File: src/rtl/int_ctrl.sv
// rtl/int_ctrl.sv - edge-latched, maskable, fixed-priority interrupt controller with NMI path
module int_ctrl #(
    parameter int                   NUM_SRC  = 8,
    parameter int                   ID_W     = 3,
    parameter logic [NUM_SRC-1:0]   MASK_RST = '0
) (
    input  logic                clk,
    input  logic                rst,
    input  logic [NUM_SRC-1:0]  src,
    input  logic                nmi_src,
    input  logic                mask_we,
    input  logic [NUM_SRC-1:0]  mask_wdata,
    output logic [NUM_SRC-1:0]  mask_q,
    output logic                irq,
    output logic                nmi,
    input  logic                irq_ack,
    input  logic                nmi_ack,
    input  logic                eoi,
    output logic [ID_W-1:0]     irq_id,
    output logic [NUM_SRC-1:0]  pending,
    output logic                in_service
);

    typedef enum logic [1:0] {
        IDLE    = 2'd0,
        REQ     = 2'd1,
        SERVICE = 2'd2
    } state_t;

    state_t               state_q, state_d;
    logic [NUM_SRC-1:0]   src_q, src_d;
    logic                 nmi_q, nmi_d;
    logic                 edge_arm_q, edge_arm_d;
    logic [NUM_SRC-1:0]   pending_q, pending_d;
    logic [NUM_SRC-1:0]   mask_d;
    logic                 nmi_pend_q, nmi_pend_d;
    logic                 irq_q, irq_d;
    logic                 in_service_q, in_service_d;
    logic [ID_W-1:0]      irq_id_q, irq_id_d;

    logic [NUM_SRC-1:0]   src_edge;
    logic                 nmi_edge;
    logic                 ack_take;
    logic [NUM_SRC-1:0]   clr_vec;
    logic [NUM_SRC-1:0]   req_vec;
    logic [ID_W-1:0]      arb_id;

    // Edge detection, pending/NMI latches and mask; edge_arm_q swallows the first
    // post-reset cycle so lines held high through reset never look like new edges.
    always_comb begin
        src_d      = src;
        nmi_d      = nmi_src;
        edge_arm_d = 1'b1;
        src_edge   = edge_arm_q ? (src & ~src_q) : '0;
        nmi_edge   = edge_arm_q & nmi_src & ~nmi_q;
        ack_take   = (state_q == REQ) & irq_ack;
        clr_vec    = '0;
        if (ack_take) begin
            clr_vec[irq_id_q] = 1'b1;
        end
        pending_d  = (pending_q & ~clr_vec) | src_edge;
        mask_d     = mask_we ? mask_wdata : mask_q;
        nmi_pend_d = (nmi_pend_q & ~nmi_ack) | nmi_edge;
        req_vec    = pending_q & mask_q;
        arb_id     = '0;
        for (int i = NUM_SRC - 1; i >= 0; i--) begin
            if (req_vec[i]) begin
                arb_id = ID_W'(i);
            end
        end
    end

    // Next-state logic: one request in flight until end-of-interrupt, no nesting.
    always_comb begin
        state_d = state_q;
        case (state_q)
            IDLE:    if (|req_vec) state_d = REQ;
            REQ:     if (irq_ack)  state_d = SERVICE;
            SERVICE: if (eoi)      state_d = IDLE;
            default:               state_d = IDLE;
        endcase
    end

    // Output logic: outputs are registered from the next state; id latched only on arbitration.
    always_comb begin
        irq_d        = (state_d == REQ);
        in_service_d = (state_d == SERVICE);
        irq_id_d     = irq_id_q;
        if (state_q == IDLE && |req_vec) begin
            irq_id_d = arb_id;
        end
    end

    // State register.
    always_ff @(posedge clk) begin
        if (rst) begin
            state_q <= IDLE;
        end else begin
            state_q <= state_d;
        end
    end

    // Datapath and output registers.
    always_ff @(posedge clk) begin
        if (rst) begin
            src_q        <= '0;
            nmi_q        <= 1'b0;
            edge_arm_q   <= 1'b0;
            pending_q    <= '0;
            mask_q       <= MASK_RST;
            nmi_pend_q   <= 1'b0;
            irq_q        <= 1'b0;
            in_service_q <= 1'b0;
            irq_id_q     <= '0;
        end else begin
            src_q        <= src_d;
            nmi_q        <= nmi_d;
            edge_arm_q   <= edge_arm_d;
            pending_q    <= pending_d;
            mask_q       <= mask_d;
            nmi_pend_q   <= nmi_pend_d;
            irq_q        <= irq_d;
            in_service_q <= in_service_d;
            irq_id_q     <= irq_id_d;
        end
    end

    assign irq        = irq_q;
    assign nmi        = nmi_pend_q;
    assign in_service = in_service_q;
    assign irq_id     = irq_id_q;
    assign pending    = pending_q;

endmodule
File: config.mk
export PLATFORM = sky130hd
export DESIGN_NAME = int_ctrl
export DESIGN_NICKNAME = d
export VERILOG_FILES = /design/src/rtl/int_ctrl.sv
export SDC_FILE = /design/constraint.sdc
export NUM_CORES = 1
export LEC_CHECK = 0
export ABC_AREA = 0
export CORE_UTILIZATION = 35
export DETAILED_ROUTE_END_ITERATION = 10
export GPL_TIMING_DRIVEN = 1
export PLACE_DENSITY_LB_ADDON = 0.15
export SLEW_MARGIN = 0
export SYNTH_ARGS = -nofsm -noshare
export SYNTH_HDL_FRONTEND = slang
export SYNTH_SLANG_ARGS = --single-unit
File: constraint.sdc
create_clock -name clk -period 2.4 [get_ports clk]
set_input_delay 0.48 -clock clk [delete_from_list [all_inputs] [get_ports clk]]
set_output_delay 0.48 -clock clk [all_outputs]
set_load 0.05 [all_outputs]
==> run metrics <==
EDFF count, synth=0; post-synth top area share=0.519; Worst Hold End=nmi; Final Max Slew Viols=0; register area share after synthesis=0.519; vias in the first global route=roughly 1100; cell taking the most area after synthesis=dfxtp_1; worst path arrival time=around 1700 ps; hpwl dp=2.20 mm; antenna-violating nets left=0; Synth Area per Inst=roughly 9.9 µm²; post-synth net total=about 160; FF-to-FF path depth=4; worst hold path depth=2; switching share of power=0.278; register bit total from synthesis=34; Clock Sinks=34; Synth async-reset ratio=0; first-pass GRT wire length=around 4.9 mm; DRT Wirelength=roughly 2.9 mm; Max FO, Critical Path=7; critical path class=reg2out; Seq pwr share=0.451; Root Driver=clkbuf_8; via count=1103; unrepaired setup endpoints after global routing=false; synthesized instance count=around 130; mapped cell area=around 1300 µm²; die width=between 60 and 70 µm; Worst path max stage delay=just under 900 ps; Worst Path Buf+Inv=1; initial core utilization=0.378; H-tree depth=2; FF-to-FF setup slack=~1200 ps; Worst Tran Pin Value=between 500 and 600 ps; Max Fclk=around 470 MHz; VDD IR max=roughly 0.4 mV; endpoints failing setup=0; CP max stage cell=clkdlybuf4s50_1; WL per Instance=~13 µm; Comb pwr share=0.185; Synthesis Warnings=0; hold buffer count at cts=0; worst path cell trace=clkdlybuf4s50_1; Post-route DRC=0; io pins=45; Hold Crit Start=nmi; Ant. Diodes=0; Clock Pin Slew Worst Setup and Hold Paths=roughly 70 ps; synth cell count leaders=dfxtp_1 (34), a21oi_1 (12), nor2_1 (12); Clock Power Share=0.364; max-cap viol count=0; clk_lat worst skew=280 ps; synth unique cells=28; total global-route track usage=0.159; status=completed; Layout area overhead=46.2%; GRT overflow=0; row cnt=21; top cell family by delay on the critical path=buffers and inverters; FF-to-FF End=irq_id[1]; Startpoint Class=flip-flop; initial drt markers=36; P_leak=approximately 0.73 nW; Hold Path Class=reg2reg; Net Sw Power=approximately 0.39 mW; Longest Clk Path Bufs=2; Final Cycle Share=0.891; CP endpoint kind=primary output; initial antenna violation count=0; post-CTS sizing=0; Worst Skew=slightly below 9 ps; post-layout min period=2140 ps; Final TNS setup=0 ps; largest net degree at the start of global routing=20; Pint=a little over 1 mW; gpl congestion=~0.86; Pwr Density=approximately 740 nW/µm²; Setup Fix Bufs, Post-CTS=0; Layout Nets=~200; Die Y=about 63 µm; Port Buffers=44; count leader, synth=dfxtp_1; drt first pass iters=4; area of the core=3470 µm²; required time worst endpoint=between 1500 and 2000 ps; vias per cell=4.86; Area contributors post-synth=dfxtp_1 (52%), mux2i_1 (6.1%), nor2b_1 (4.8%); Fin. Hold Viols=0; CTS tree=done; most used flip-flop cell after synthesis=dfxtp_1; total CTS buffers=5; headroom to the max-slew limit=0.657; fraction of layout cells with a size suffix above 1=0.110; final design utilization=0.553; Die ar.=about 4000 µm²; R2R Path Start=pending[4]
-- worst min-delay path, delay by kind of cell, from the launching register on --
family | cells | cell delay [ps]
AND/OR/NAND/NOR | 1 | 60
flip-flops | 1 | 320
AO/OA/AOI/OAI | 1 | 50
-- layout by cell type (no fill, tap or decap), types with 4 or more instances in the layout --
| cell type | instances |
|---|---|
| a21oi_1 | 12 |
| clkbuf_8 | 5 |
| clkdlybuf4s50_1 | 44 |
| dfxtp_1 | 34 |
| inv_1 | 4 |
| mux2i_1 | 8 |
| nand2_1 | 11 |
| nand3b_1 | 8 |
| nor2_1 | 12 |
| nor2b_1 | 10 |
| o21ai_0 | 6 |
-- sequential cells by signal, summed over array words and instances (netlist names) --
name and flops:
src_q 8, in_service 1, irq_id 3, state_q 2, mask_q 8, irq 1, pending 8, nmi_q 1
nmi 1, edge_arm_q 1
-- power groups by stage --
stage,Clock [mW],Sequential [mW],Combinational [mW]
2_1_floorplan,0,0.727,0.0768
3_3_place_gp,0,0.648,0.262
3_5_place_dp,0,0.650,0.262
4_1_cts,0.528,0.638,0.264
5_1_grt,0.556,0.643,0.279
6_report,0.514,0.637,0.262
-- area by class of cell --
| type | instances | area, µm² |
|---|---|---|
| inverters | 4 | 15.0 |
| clock inverters | 3 | 45.0 |
| repair buffers | 46 | 455 |
| fillers | 328 | 1550 |
| clock buffers | 5 | 68.8 |
| flip-flops and latches | 34 | 681 |
| multi-input cells | 89 | 597 |
| well taps | 46 | 57.6 |
-- cell families (layout without fill, tap and decap cells) --
logic type	Yosys count	in the layout	synth area share
AND/OR/NAND/NOR	48	48	0.215
flip-flops	34	34	0.519
AO/OA/AOI/OAI	33	33	0.178
buffers and inverters	9	58	0.0267
multiplexers	8	8	0.0610
-- metrics by stage --
stage	power (mW)	instances	setup WS, ps	area [µm²]	hold slack, ps
CTS	1.43	227	252	1920	476
global route	1.48	227	219	1920	506
finish	1.41	227	261	1920	476
floorplan	0.804	132	953	1310	469
global placement	0.910	219	635	1810	458
detailed placement	0.913	219	586	1810	464
-- worst max-delay path by stage --
stage,startpoint,end,slack [ps],cells past startpoint
finish,irq_id[0],irq_id[0],260,1
global route,irq_id[0],irq_id[0],220,1
CTS,irq_id[0],irq_id[0],250,1
detailed placement,irq_id[1],irq_id[1],590,1
global placement,irq_id[0],irq_id[0],630,1
floorplan,irq_id[2],pending[4],950,4
-- metal layers --
metal,share of wire,GRT usage
met2,0.47,0.255
met4,0.0066,0.0511
met3,0.068,0.0634
met5,0,0
met1,0.46,0.195
(Power assumes the default switching activity.)
